## src/rtl/icache_refill_ctrl_pkg.sv

```systemverilog
// icache_refill_ctrl_pkg: shared constants for the I-cache refill path.
// Address split, AXI burst encodings and refill FSM states.
package icache_refill_ctrl_pkg;

  localparam int DEF_BEATS = 4;
  localparam int DEF_WAYS  = 8;
  localparam int DEF_SETS  = 8;

  localparam int BLK_LSB = 4;
  localparam int IDX_LSB = 4;
  localparam int IDX_MSB = 6;
  localparam int TAG_LSB = 7;

  localparam logic [2:0] AXI_SIZE_4B    = 3'd2;
  localparam logic [1:0] AXI_BURST_INCR = 2'b01;
  localparam logic [1:0] AXI_RESP_OKAY  = 2'b00;

  typedef enum logic [2:0] {
    ST_IDLE,
    ST_ADDR,
    ST_DATA,
    ST_WRITE,
    ST_DONE
  } refill_state_e;

endpackage

```

## src/rtl/icache_victim_rr.sv

```systemverilog
// icache_victim_rr: per-set round-robin victim way pointers.
// Read by set index; the addressed pointer advances on a performed write.
module icache_victim_rr
  import icache_refill_ctrl_pkg::*;
#(
  parameter int SETS = DEF_SETS,
  parameter int WAYS = DEF_WAYS
) (
  input  logic                     clock,
  input  logic                     reset,
  input  logic [$clog2(SETS)-1:0]  index_i,
  input  logic                     inc_i,
  output logic [$clog2(WAYS)-1:0]  way_o
);

  localparam int WW = $clog2(WAYS);
  localparam logic [WW-1:0] LAST_WAY = WW'(WAYS - 1);

  logic [WW-1:0] ptr_q [SETS];

  assign way_o = ptr_q[index_i];

  always_ff @(posedge clock) begin
    if (reset) begin
      for (int i = 0; i < SETS; i++) begin
        ptr_q[i] <= '0;
      end
    end else if (inc_i) begin
      ptr_q[index_i] <= (ptr_q[index_i] == LAST_WAY) ?
                        '0 : ptr_q[index_i] + 1'b1;
    end
  end

endmodule

```

## src/rtl/icache_refill_ctrl.sv

```systemverilog
// icache_refill_ctrl: fetches a missing line over an AXI INCR burst,
// writes it into the victim way and hands the line back to fetch.
module icache_refill_ctrl
  import icache_refill_ctrl_pkg::*;
#(
  parameter int BEATS = DEF_BEATS,
  parameter int WAYS  = DEF_WAYS,
  parameter int SETS  = DEF_SETS
) (
  input  logic         clock,
  input  logic         reset,
  input  logic         valid_pre_i,
  output logic         ready_pre_o,
  input  logic [31:0]  miss_addr_i,
  input  logic         flush_i,
  output logic         arvalid_o,
  input  logic         arready_i,
  output logic [31:0]  araddr_o,
  output logic [7:0]   arlen_o,
  output logic [2:0]   arsize_o,
  output logic [1:0]   arburst_o,
  input  logic         rvalid_i,
  output logic         rready_o,
  input  logic [31:0]  rdata_i,
  input  logic [1:0]   rresp_i,
  input  logic         rlast_i,
  output logic         wen_o,
  output logic [2:0]   windex_o,
  output logic [2:0]   wway_o,
  output logic [24:0]  wtag_o,
  output logic [127:0] wdata_o,
  output logic         valid_post_o,
  input  logic         ready_post_i,
  output logic [127:0] block_o,
  output logic         err_o
);

  localparam logic [1:0] LAST_BEAT = 2'(BEATS - 1);

  refill_state_e state_q, state_d;

  logic [31:0]  addr_q;
  logic [127:0] line_q;
  logic [1:0]   beat_q;
  logic         err_q;
  logic         kill_q;
  logic [2:0]   rr_way;

  logic accept;
  logic ar_hs;
  logic r_hs;
  logic last_beat;
  logic beat_bad;

  // A flush in IDLE must not slip a request past it.
  assign ready_pre_o = (state_q == ST_IDLE) && !flush_i;
  assign accept      = valid_pre_i && ready_pre_o;

  assign arvalid_o = (state_q == ST_ADDR);
  assign ar_hs     = arvalid_o && arready_i;
  assign rready_o  = (state_q == ST_DATA);
  assign r_hs      = rvalid_i && rready_o;

  assign last_beat = rlast_i || (beat_q == LAST_BEAT);
  assign beat_bad  = (rresp_i != AXI_RESP_OKAY) ||
                     (rlast_i != (beat_q == LAST_BEAT));

  assign araddr_o  = {addr_q[31:BLK_LSB], 4'h0};
  assign arlen_o   = arvalid_o ? 8'(BEATS - 1) : 8'd0;
  assign arsize_o  = arvalid_o ? AXI_SIZE_4B : 3'd0;
  assign arburst_o = arvalid_o ? AXI_BURST_INCR : 2'd0;

  assign wen_o    = (state_q == ST_WRITE) && !err_q;
  assign windex_o = addr_q[IDX_MSB:IDX_LSB];
  assign wtag_o   = addr_q[31:TAG_LSB];
  assign wway_o   = rr_way;
  assign wdata_o  = line_q;

  assign valid_post_o = (state_q == ST_DONE);
  assign block_o      = line_q;
  assign err_o        = err_q;

  icache_victim_rr #(
    .SETS(SETS),
    .WAYS(WAYS)
  ) u_rr (
    .clock  (clock),
    .reset  (reset),
    .index_i(windex_o),
    .inc_i  (wen_o),
    .way_o  (rr_way)
  );

  always_comb begin
    state_d = state_q;
    unique case (state_q)
      ST_IDLE:  if (accept) state_d = ST_ADDR;
      ST_ADDR:  if (ar_hs) state_d = ST_DATA;
      ST_DATA:  if (r_hs && last_beat) state_d = ST_WRITE;
      ST_WRITE: state_d = (flush_i || kill_q) ? ST_IDLE : ST_DONE;
      ST_DONE:  if (flush_i || ready_post_i) state_d = ST_IDLE;
      default:  state_d = ST_IDLE;
    endcase
  end

  always_ff @(posedge clock) begin
    if (reset) begin
      state_q <= ST_IDLE;
      addr_q  <= '0;
      line_q  <= '0;
      beat_q  <= '0;
      err_q   <= 1'b0;
      kill_q  <= 1'b0;
    end else begin
      state_q <= state_d;
      if (accept) begin
        addr_q <= miss_addr_i;
        line_q <= '0;
        beat_q <= '0;
        err_q  <= 1'b0;
        kill_q <= 1'b0;
      end
      // The burst is drained either way; the kill only drops the result.
      if (flush_i && (arvalid_o || rready_o)) begin
        kill_q <= 1'b1;
      end
      if (r_hs) begin
        line_q[{beat_q, 5'd0} +: 32] <= rdata_i;
        beat_q <= beat_q + 2'd1;
        if (beat_bad) err_q <= 1'b1;
      end
    end
  end

endmodule

```

## config.mk

```make
export PLATFORM = sky130hd
export DESIGN_NAME = icache_refill_ctrl
export DESIGN_NICKNAME = d
export VERILOG_FILES = /design/src/rtl/icache_refill_ctrl_pkg.sv /design/src/rtl/icache_victim_rr.sv /design/src/rtl/icache_refill_ctrl.sv
export SDC_FILE = /design/constraint.sdc
export NUM_CORES = 1
export LEC_CHECK = 0
export ABC_CLOCK_PERIOD_IN_PS = 3100
export BUFFER_PORTS_ARGS = -buffer_cell sky130_fd_sc_hd__buf_2
export CORE_AREA = 2 2 161 163
export CTS_CLUSTER_DIAMETER = 60
export DETAILED_ROUTE_END_ITERATION = 8
export DIE_AREA = 0 0 163 165
export PLACE_DENSITY_LB_ADDON = 0.12
export SLEW_MARGIN = 30
export SYNTH_ARGS = -nofsm -noshare
export SYNTH_HDL_FRONTEND = slang
export SYNTH_SLANG_ARGS = --single-unit
```

## constraint.sdc

```tcl
create_clock -name clock -period 3.1 [get_ports clock]
set_input_delay 0.31 -clock clock [delete_from_list [all_inputs] [get_ports clock]]
set_output_delay 0.31 -clock clock [all_outputs]
set_load 0.005 [all_outputs]
```

* Word level (Yosys, flattened, before mapping)
Memory sizes are Yosys's and may differ from the RTL's. A register that Yosys moved wholly into a read port is not among the register bits.
Cells that the tools add are included.
** Storage, ports and cells
- Register bits :: 167
- Latch bits :: 0
- Bits in writable memories :: 24
- Bits in read-only memories :: 0
- Logic and storage cells :: 74
- Memories :: 1
** Cells by class
- Add/subtract/negate cells :: 3
- Multiply operators :: 0
- Divide/modulo/power cells :: 0
- Order comparisons :: 0
- Equality and inequality tests :: 11
- Shifts and indexed selects :: 2
- Muxes and demuxes :: 31
- Bitwise logic cells :: 0
- Reductions and logical operators :: 20
** Memories
- u_rr.ptr_q :: words 8, width 3, rd ports 1, clocked after Yosys merged registers in 1, write ports 8, RTL line icache_victim_rr.sv:19 : logic [WW-1:0] ptr_q [SETS];
** Operators by type and width (number)
- $mux 128 :: 3
- $bwmux 128 :: 1
- $shift 32x9->128 const A :: 1
- $shiftx 32x9->128 :: 1
- $mux 3 :: 10
- $pmux 3 s5 :: 1
- $mux 1 :: 12
- $neg 7->9 :: 1
- $mux 2 :: 4
- $logic_and 1x1->1 :: 7
- $eq 3x2->1 const B :: 2
- $eq 3x3->1 const B :: 2
- $ne 2x1->1 const B :: 3
- $reduce_bool 2->1 :: 3
- $logic_or 1x1->1 :: 5
- $reduce_and 4->1 :: 1
- $add 3x1->3 const B :: 1
- $eq 3x1->1 const B :: 1
- $logic_not 3->1 :: 1
- $reduce_or 3->1 :: 1
- $add 2x1->2 const B :: 1
- $eq 2x2->1 const B :: 1
- $logic_not 1->1 :: 2
- $ne 2x2->1 const B :: 1
- $ne 1x1->1 :: 1

* Depth between registers and ports, before layout
Gate-level depths: netlist of the first run.
- Word-level depth :: 7
- Gate-level depth with buffers :: 9
- Gate-level depth less buffers :: 7

* Hierarchy
From an unflattened synthesis of the first run, not the netlist that was laid out.
** Second synthesis, totals
- Cell total of the unflattened synthesis :: 773
- Area total of the unflattened synthesis :: 8308.0 µm²
** Modules (own cells, without submodules)
- icache_refill_ctrl :: times used 1, cells an instance 672, area each 7070.5 µm², seq. area each 3263.1 µm²
- icache_victim_rr :: times used 1, cells an instance 101, area each 1237.4 µm², seq. area each 720.7 µm²

* Worst setup path after synthesis of the first run
No wires, ideal clock.
- Path kind :: register to register
- Start :: register with a tool-made name
- End :: memory u_rr.ptr_q[7][0] (netlist bit) (data pin)
- Setup time :: 155 ps
- Arrival time :: 2250 ps
- Required time :: 2945 ps
- Setup slack :: 694 ps
- Cell stages (with the launch flop) :: 9
- Buffers on the path :: 2
- Clock period less this slack :: 2406 ps
- Cell sequence :: dfxtp_1 clkbuf_1 mux4_2 mux2_2 ha_1 ha_1 buf_1 nor3_1 a21boi_0
** RTL lines (RTL line)
- to (decl) :: icache_victim_rr.sv:19

==> flow_summary.yaml, run 1 <==
cts:
  clockBufferDepth: 2
  cts_hold_buf: 0
  cts_sinks: 190
  htreeDepth: 4
  clkTransAtPathRegs_ps: 80
  tritoncts: "built"
  cts_repair_resize_count: 0
  insertion_delay_ps: 430
  cts_setup_buffers: 0
  clockRootBuffer: "clkbuf_16"
  cts_buffers: 17
finish:
  final_area_mm2: 0.0103
  stdcell_count: 1403
  diodes: 0
  drive_gt1_share_pct: 43.9
  synthToLayoutAreaGrowth_pct: 19.9
  fin_nets: 1144
  fin_util_pct: 41.3
grt:
  grtUsageTotal_pct: 18.7
  grt_max_degree: 68
  grt_pass1_vias: 6294
  antenna_found_initial: 1
  grt-ovfl-total: 0
  grt_pass1_wl_um: 38100
critical_path:
  cp_num_buf_inv: 0
  worst-r2r-cell-count: 5
  crit_required_ps: 3280
  rrSetupSlack_ps: 640
  path_max_fanout: 8
  r2r-end: "u_rr.ptr_q[2][2]"
  worst_path_max_delay_cell: "mux4_2"
  crit_path_start_kind: "register"
  critPathArrivalTime_ps: 2640
  path_class: "register to register"
  worstPathCellList: "mux4_2, mux2_2, ha_1, ha_1, and3_1"
  crit_family: "multiplexers"
  max_stage_delay_ps: 590
  crit_path_end_kind: "register"
  cpMostUsedCell: "ha_1"
sta:
  slew_headroom_pct: 52.8
  layout_min_cycle_time_ps: 2460
  worstMarginPinSlew_ps: 708
  fin_skew_ps: 18.4
  tns_ps: 0
  timing.final.crit_share_pct: 79.3
  rsz0062_at_grt: "false"
  max_clock_freq_ghz: 0.407
  hold_violations: 0
  setup_violations: 0
  drv_slew: 0
min_path:
  hold_path_depth: 3
  hold_end: "addr_q[14]"
  hold_class: "input pin to register"
  min_from: "miss_addr_i[14]"
route:
  first_pass_iters: 4
  post_drt_wl_per_cell_um: 18.6
  drt_wl_total_um: 26000
  num_vias: 6775
  ant_nets: 0
  drt_iter0_markers: 351
  drt-vias-per-instance: 4.83
  drc_errors: 0
synth:
  ys_types: 47
  synth_top_family_by_area: "compound AO/OA/AOI/OAI gates"
  synth.mux.area_fraction_pct: 1.90
  yosys.area_share.adder_pct: 1.31
  synth_edf_count: 24
  yosys.area_share.simple_pct: 12.7
  yosys_register_bits: 190
  synth-compound-area-share_pct: 18.8
  synthArstFlopShare_pct: 0
  syn_inst: 846
  synth_area_per_cell_um2: 10.2
  syn_area_mm2: 0.00863
  yosysSeqAreaShare_pct: 46.9
  synth-warning-count: 0
  synth-main-ff-cell: "dfxtp_1"
  yosys.area_share.xor_xnor_pct: 0
placement:
  dp.cells: 1372
  place_area_mm2: 0.00975
  dp_hpwl_um: 18700
  portBuffers: 394
  gp_congestion: 0.734
die:
  fp.dieH_um: 165
  core_area_mm2: 0.0250
  die_area_mm2: 0.0269
  ios: 412
  start_util_pct: 34.5
  fp.dieW_um: 163
  rows: 58
pwr:
  peakVddDrop_mv: 0.244
  p_per_area_mw_per_mm2: 504
  power.leakage_nw: 5.08
  totalPowerFinal_mw: 5.21
status:
  status: "complete, no violations"
flow_run:
  maxCapViolations: 0
[registers in the layout, indices dropped and copies added (netlist names), named ones only]
signal,flops
u_rr.ptr_q,24
state_q,3
beat_q,2
kill_q,1
err_o,1
addr_q,28
block_o,128
[routing by layer]
metal	share of wire [%]	GRT usage, %	routed length (um)
met5	0.050	0	13
met4	1.1	4.99	292
met3	4.8	2.94	1250
met2	51	33.8	13300
met1	43	23.2	11200
[logic make-up (layout without fill, tap and decap cells)]
family / Yosys count / count (layout)
buffers and inverters: 238 / 453
AO/OA/AOI/OAI: 211 / 211
flip-flops: 190 / 190
AND/OR/NAND/NOR: 186 / 186
multiplexers: 11 / 11
adder cells (fa/ha/maj): 9 / 9
other: 1 / 13
[how the worst max path moves through the flow]
stage,startpoint,end,slack [ps],depth (start not counted)
2_1_floorplan,register,u_rr.ptr_q[7][0],690,8
3_3_place_gp,register,u_rr.ptr_q[7][0],670,6
3_5_place_dp,register,u_rr.ptr_q[1][2],630,5
4_1_cts,register,u_rr.ptr_q[2][2],610,5
5_1_grt,register,u_rr.ptr_q[7][0],480,6
6_report,register,u_rr.ptr_q[2][2],640,5
[cell type report]
class                      count  area (um^2)
clock buffer                  18          450
clock inverter                13          144
fill                        2546        14700
inverter                       6         22.5
multi-input combinational    430         3120
sequential                   190         4040
tap                          330          413
timing repair buffer         416         2150
[tightest hold or removal path, cell delays in order]
cell and delay (ps):
buf_2 90, nand3_1 50, a21oi_1 50
[synthesized netlist by cell type (7+ instances only)]
| master | instances | area (um^2) |
|---|---|---|
| buf_4 | 176 | 1320 |
| dfxtp_1 | 166 | 3320 |
| a22o_1 | 105 | 920 |
| nor2b_1 | 36 | 225 |
| a21oi_1 | 32 | 160 |
| nor2_1 | 32 | 120 |
| nand2b_1 | 31 | 194 |
| o21ai_0 | 31 | 155 |
| buf_2 | 29 | 145 |
| nand3_1 | 28 | 140 |
| clkbuf_1 | 24 | 90.1 |
| edfxtp_1 | 24 | 721 |
| o2bb2ai_1 | 23 | 201 |
| and3_1 | 13 | 81.3 |
| nand2_1 | 10 | 37.5 |
| ha_1 | 9 | 113 |
| a211oi_1 | 7 | 52.6 |
[cells in the final DEF (no fill, tap or decap), types with 6 or more instances in the layout]
master	n
inv_1	6
and3_1	13
a21oi_1	32
edfxtp_1	24
dfxtp_1	166
nor2b_1	35
nor2_1	32
buf_4	22
ha_1	9
nand3_1	28
buf_2	393
nand2_1	10
and2_1	6
nand2b_1	30
a22o_1	105
o21ai_0	31
o2bb2ai_1	23
clkbuf_16	18
a211oi_1	7
conb_1	13
[where the power goes]
part	leakage (nW)	switching (mW)	internal [mW]
logic	3.20	0.263	0.170
clock network	0.290	1.04	1.18
registers	1.59	0.0342	2.53
total	5.08	1.33	3.88
[metrics by stage]
| stage | hold slack [ps] | worst slack [ps] |
|---|---|---|
| floorplan | 389 | 694 |
| global placement | 471 | 674 |
| detailed placement | 479 | 629 |
| finish | 118 | 642 |
| CTS | 99.6 | 608 |
| global route | 103 | 482 |
Power figures use the tool's default switching activity.
==> run 2: changes to the inputs <==
- ABC_CLOCK_PERIOD_IN_PS: 3100 -> 2130
- CORE_AREA: 2 2 161 163 -> default
- CORE_ASPECT_RATIO: default -> 0.5
- CORE_MARGIN: default -> 2
- CORE_UTILIZATION: default -> 42
- DIE_AREA: 0 0 163 165 -> default
- clock period: 3.1 -> 2.13 ns (I/O delays scaled with it)
==> run 2 against run 1 <==
Net effect:
- worst hold slack worse by 84 ps
- wire length decreased by 2.4%
- fmax up 19%
- setup slack got worse by 580 ps
- critical path depth rose by 1
- final cell count is 2.9% lower
- power is 49% higher
- clock skew fell by 4.7 ps
- die area decreased by 19%
- critical endpoint is now u_rr.ptr_q[7][0]
- largest cell class unchanged
- largest power group unchanged
==> flow_summary.yaml, run 2 (same netlist as run 1, synthesis figures left out) <==
sta:
  setup_violations: 0
  max_clock_freq_ghz: 0.484
  fin_skew_ps: 13.7
  drv_slew: 0
  worstMarginPinSlew_ps: 813
  timing.final.crit_share_pct: 97.1
  hold_violations: 0
  slew_headroom_pct: 45.8
  rsz0062_at_grt: "true"
  holdWs_ps: 33.8
  layout_min_cycle_time_ps: 2070
placement:
  gp_congestion: 0.820
  portBuffers: 394
  dp_hpwl_um: 18300
  dp.cells: 1328
critical_path:
  r2r-end: "u_rr.ptr_q[7][0]"
  crit_path_end_kind: "register"
  rrSetupSlack_ps: 60
  worstPathCellList: "mux4_2, mux2_4, ha_1, ha_4, nor3_1, a21boi_1"
  critPathArrivalTime_ps: 2340
  worst-r2r-cell-count: 6
  crit_required_ps: 2410
  worst_path_max_delay_cell: "mux4_2"
  max_stage_delay_ps: 500
  crit_family: "multiplexers"
  path_max_fanout: 5
  crit_path_start_kind: "register"
  cp_num_buf_inv: 0
  path_class: "register to register"
min_path:
  hold_class: "input pin to register"
  hold_end: "addr_q[23]"
  hold_path_depth: 3
  min_from: "miss_addr_i[23]"
finish:
  largest_reg_flops: 128
  fin_nets: 1165
  final_cell_mix: "392 x buf_2, 164 x dfxtp_1, 105 x a22o_1"
  stdcell_count: 1362
  drive_gt1_share_pct: 45.5
  synthToLayoutAreaGrowth_pct: 22.0
  layout_commonest_cell: "buf_2"
die:
  ios: 412
  fp.dieW_um: 207
  fp.dieH_um: 105
  rows: 36
  die_area_mm2: 0.0218
  core_area_mm2: 0.0198
  start_util_pct: 43.5
grt:
  grtUsageTotal_pct: 22.8
  grt_max_degree: 78
  antenna_found_initial: 1
  grt_pass1_wl_um: 38100
  grt_pass1_vias: 6498
  grt-ovfl-total: 0
route:
  ant_nets: 0
  num_vias: 6911
  drt-vias-per-instance: 5.07
  drc_errors: 0
  first_pass_iters: 4
  post_drt_wl_per_cell_um: 18.7
  drt_wl_total_um: 25400
  drt_iter0_markers: 438
cts:
  htreeDepth: 4
  clockRootBuffer: "clkbuf_16"
  insertion_delay_ps: 430
  tritoncts: "built"
  cts_sinks: 190
  clkTransAtPathRegs_ps: 70
  cts_buffers: 17
  clockBufferDepth: 2
status:
  status: "complete, no violations"
pwr:
  peakVddDrop_mv: 0.454
  power.leakage_nw: 5.21
  p_per_area_mw_per_mm2: 736
flow_run:
  maxCapViolations: 0
## run 2: how the worst max path moves through the flow
stage / startpoint / end / slack (ps) / cells after the start
2_1_floorplan: register / u_rr.ptr_q[7][0] / 0.6 / 8
6_report: register / u_rr.ptr_q[7][0] / 60 / 6
3_5_place_dp: register / u_rr.ptr_q[2][0] / -60 / 6
4_1_cts: register / u_rr.ptr_q[2][0] / -5 / 6
3_3_place_gp: state_q[2] / block_o[94] / -6 / 5
5_1_grt: register / u_rr.ptr_q[7][0] / -10 / 6
## run 2: report_power, final
part / total, mW / leakage [nW] / switching, mW / internal (mW)
Combinational: 0.684 / 3.32 / 0.403 / 0.282
Clock: 3.34 / 0.301 / 1.42 / 1.92
Sequential: 3.72 / 1.59 / 0.0455 / 3.68
## run 2: cell type report
type | count | area, um^2
inverters | 6 | 22.5
clock inverters | 13 | 175
fillers | 1880 | 9290
diodes | 1 | 2.50
multi-input cells | 430 | 3150
well taps | 266 | 333
repair buffers | 437 | 2360
flip-flops and latches | 190 | 4050
clock buffers | 19 | 433
## run 2: repair_timing
item,in CTS,in global routing
setup buffers,0,1
setup endpoints to repair,15,29
hold buffers,0,0
resized for setup,3,8
## run 2: worst min-delay path: cells and delay by family
family          cells  cell delay [ps]
compound gates      1               50
simple gates        1               50
buf+inv             1               90
## run 2: metrics by stage
step / setup WS (ps) / TNS [ps] / util (%) / power [mW] / instance area, um^2
finish: 62.4 / 0 / 53.1 / 7.75 / 10500
floorplan: 0.594 / 0 / - / 4.21 / 8700
CTS: -4.86 / -4.86 / 52.9 / 7.81 / 10500
global route: -13.3 / -21.7 / 53.1 / 8.05 / 10500
detailed placement: -64.2 / -366 / 49.8 / 4.47 / 9860
global placement: -5.89 / -48.3 / 49.7 / 4.46 / 9850
## run 2: routing by layer
metal / routed length [um] / global-route usage, % / vias up
met5: 0 / 0 / -
met4: 171 / 4.41 / 0
met3: 1400 / 5.07 / 14
met2: 12300 / 37.1 / 218
met1: 11500 / 31.1 / 3369
li1: - / - / 3310
==> run 3: changes to the inputs <==
- ABC_AREA: default -> 1
- CORE_UTILIZATION: 42 -> 43
==> run 3 against run 2 <==
Net effect:
- sequential share of layout area is 0.17 points lower
- fmax is 5.4% higher
- register-to-register slack better by 110 ps
- clock power is 14% lower
- sequential cell count stayed put
- non-clock buffer count is 23 lower
- power is 1.7% higher
- first-iteration DRC count is 15% higher
- via count is 20% higher
- synthesized area is 5.9% higher
- cell area is 0.32% higher
- critical path type unchanged
==> flow_summary.yaml, run 3 <==
status:
  status: "complete, no violations"
sta:
  setup_violations: 0
  max_clock_freq_ghz: 0.510
  fin_ws_ps: 169
  slew_headroom_pct: 56.2
  layout_min_cycle_time_ps: 1960
  drv_slew: 0
  hold_violations: 0
  worstMarginPinSlew_ps: 654
  fin_skew_ps: 10.6
  timing.final.crit_share_pct: 92.1
  tns_ps: 0
  rsz0062_at_grt: "false"
critical_path:
  path_max_fanout: 12
  path_class: "register to register"
  rrSetupSlack_ps: 170
  worst-r2r-cell-count: 11
  crit_path_start_kind: "register"
  crit_path_end_kind: "register"
  critPathArrivalTime_ps: 2240
  crit_required_ps: 2410
  r2r-end: "u_rr.ptr_q[2][2]"
finish:
  drive_gt1_share_pct: 34.2
  synthToLayoutAreaGrowth_pct: 15.6
  fillers: 2101
  layout_commonest_cell: "buf_2"
  stdcell_count: 1633
  final_cell_mix: "393 x buf_2, 262 x nand3_1, 166 x dfxtp_1"
  fin_nets: 1430
  largest_reg_flops: 128
  final_area_mm2: 0.0106
synth:
  synth_area_per_cell_um2: 7.91
  netlist.area_leader.share_pct: 36.4
  yosys.area.top_type: "dfxtp_1"
  syn_inst: 1155
  synth-main-ff-cell: "dfxtp_1"
  yosys_register_bits: 190
  ys_types: 26
  yosysMostFrequentCell: "nand3_1"
  yosysSeqAreaShare_pct: 44.3
  ys_top_cells_by_area: "dfxtp_1 36%, buf_4 15%, nand3_1 14%"
  synthArstFlopShare_pct: 0
  synth_common_cells: "263 x nand3_1, 188 x buf_4, 166 x dfxtp_1"
  synth_edf_count: 24
  synth-warning-count: 0
  syn_area_mm2: 0.00914
route:
  drt_wl_total_um: 26600
  ant_nets: 0
  first_pass_iters: 5
  drt_iter0_markers: 503
  drc_errors: 0
  post_drt_wl_per_cell_um: 16.3
  drt-vias-per-instance: 5.09
  num_vias: 8307
pwr:
  power.leakage_nw: 5.12
  peakVddDrop_mv: 0.524
  p_per_area_mw_per_mm2: 746
  totalPowerFinal_mw: 7.88
die:
  fp.dieH_um: 107
  core_area_mm2: 0.0207
  fp.dieW_um: 210
  start_util_pct: 44.2
  ios: 412
  die_area_mm2: 0.0225
  rows: 37
grt:
  grt-ovfl-total: 0
  grt_pass1_wl_um: 40600
  grt_max_degree: 131
  grtUsageTotal_pct: 22.7
  antenna_found_initial: 2
  grt_pass1_vias: 7471
placement:
  dp.cells: 1600
  dp_hpwl_um: 18600
  place_area_mm2: 0.0100
  gp_congestion: 0.812
  portBuffers: 394
  dpl_worst_slack_ps: 95.2
flow_run:
  maxCapViolations: 0
cts:
  clkTransAtPathRegs_ps: 70
  insertion_delay_ps: 420
  htreeDepth: 4
  clockRootBuffer: "clkbuf_16"
  cts_buffers: 17
  cts_hold_buf: 0
  clockBufferDepth: 2
  cts_sinks: 190
  tritoncts: "built"
min_path:
  hold_end: "addr_q[12]"
  min_from: "miss_addr_i[12]"
  hold_path_depth: 3
  hold_class: "input pin to register"
[run 3: per-stage QoR]
| stage | utilization [%] | hold WS [ps] |
|---|---|---|
| finish | 51.0 | 53.2 |
| global route | 51.0 | 47.5 |
| CTS | 50.8 | 39.0 |
| detailed placement | 48.4 | 456 |
| global placement | 48.4 | 454 |
| floorplan | - | 360 |
[run 3: report_power, final]
part,switching [mW],internal [mW]
registers,0.0889,3.73
logic,0.780,0.399
clock network,1.39,1.49
total,2.26,5.62
[run 3: area by class of cell]
type	instances	area (um^2)	share of cell area, %
flip-flops and latches	190	4040	38.3
multi-input cells	660	3230	30.6
repair buffers	414	2190	20.7
clock buffers	22	444	4.21
well taps	273	342	3.23
inverters	64	244	2.31
clock inverters	9	66.3	0.628
diodes	1	2.50	0.0237
[run 3: layer usage]
metal,up-vias,GRT usage [%],wire (um)
met4,2,5.67,289
li1,4045,-,-
met5,-,0,13
met1,3955,29.0,11300
met2,284,39.9,13400
met3,21,4.28,1560
[run 3: critical path, stage by stage (launching register included)]
cell and delay (ps):
dfxtp_1 310, buf_4 160, nor2_1 100, nor2_1 40, o21ai_0 80, o21ai_0 110, nand2_1 110, nand2_1 80
ha_2 200, ha_4 270, clkinvlp_4 190, nor2_2 160
[run 3: repair_timing]
action | in CTS | in global routing
resized for setup | 0 | 7
endpoints found under the setup margin | 0 | 16
buffers inserted | 0 | 1
[run 3: worst max-delay path by stage]
stage / cells after the start / end / start / slack [ps]
detailed placement: 11 / u_rr.ptr_q[2][2] / register / 100
finish: 11 / u_rr.ptr_q[2][2] / register / 170
global route: 11 / u_rr.ptr_q[4][2] / register / 20
floorplan: 10 / u_rr.ptr_q[0][2] / register / 270
global placement: 11 / u_rr.ptr_q[2][2] / register / 140
CTS: 11 / u_rr.ptr_q[2][2] / register / 80
[run 3: cell families (layout without fill, tap and decap cells)]
group	after synthesis	after routing	share of synthesized area [%]
buffers and inverters	317	509	21.2
adder cells (fa/ha/maj)	9	9	1.23
flip-flops	190	190	44.3
AO/OA/AOI/OAI	186	186	10.3
AND/OR/NAND/NOR	452	452	23.0
other	1	14	0.0410
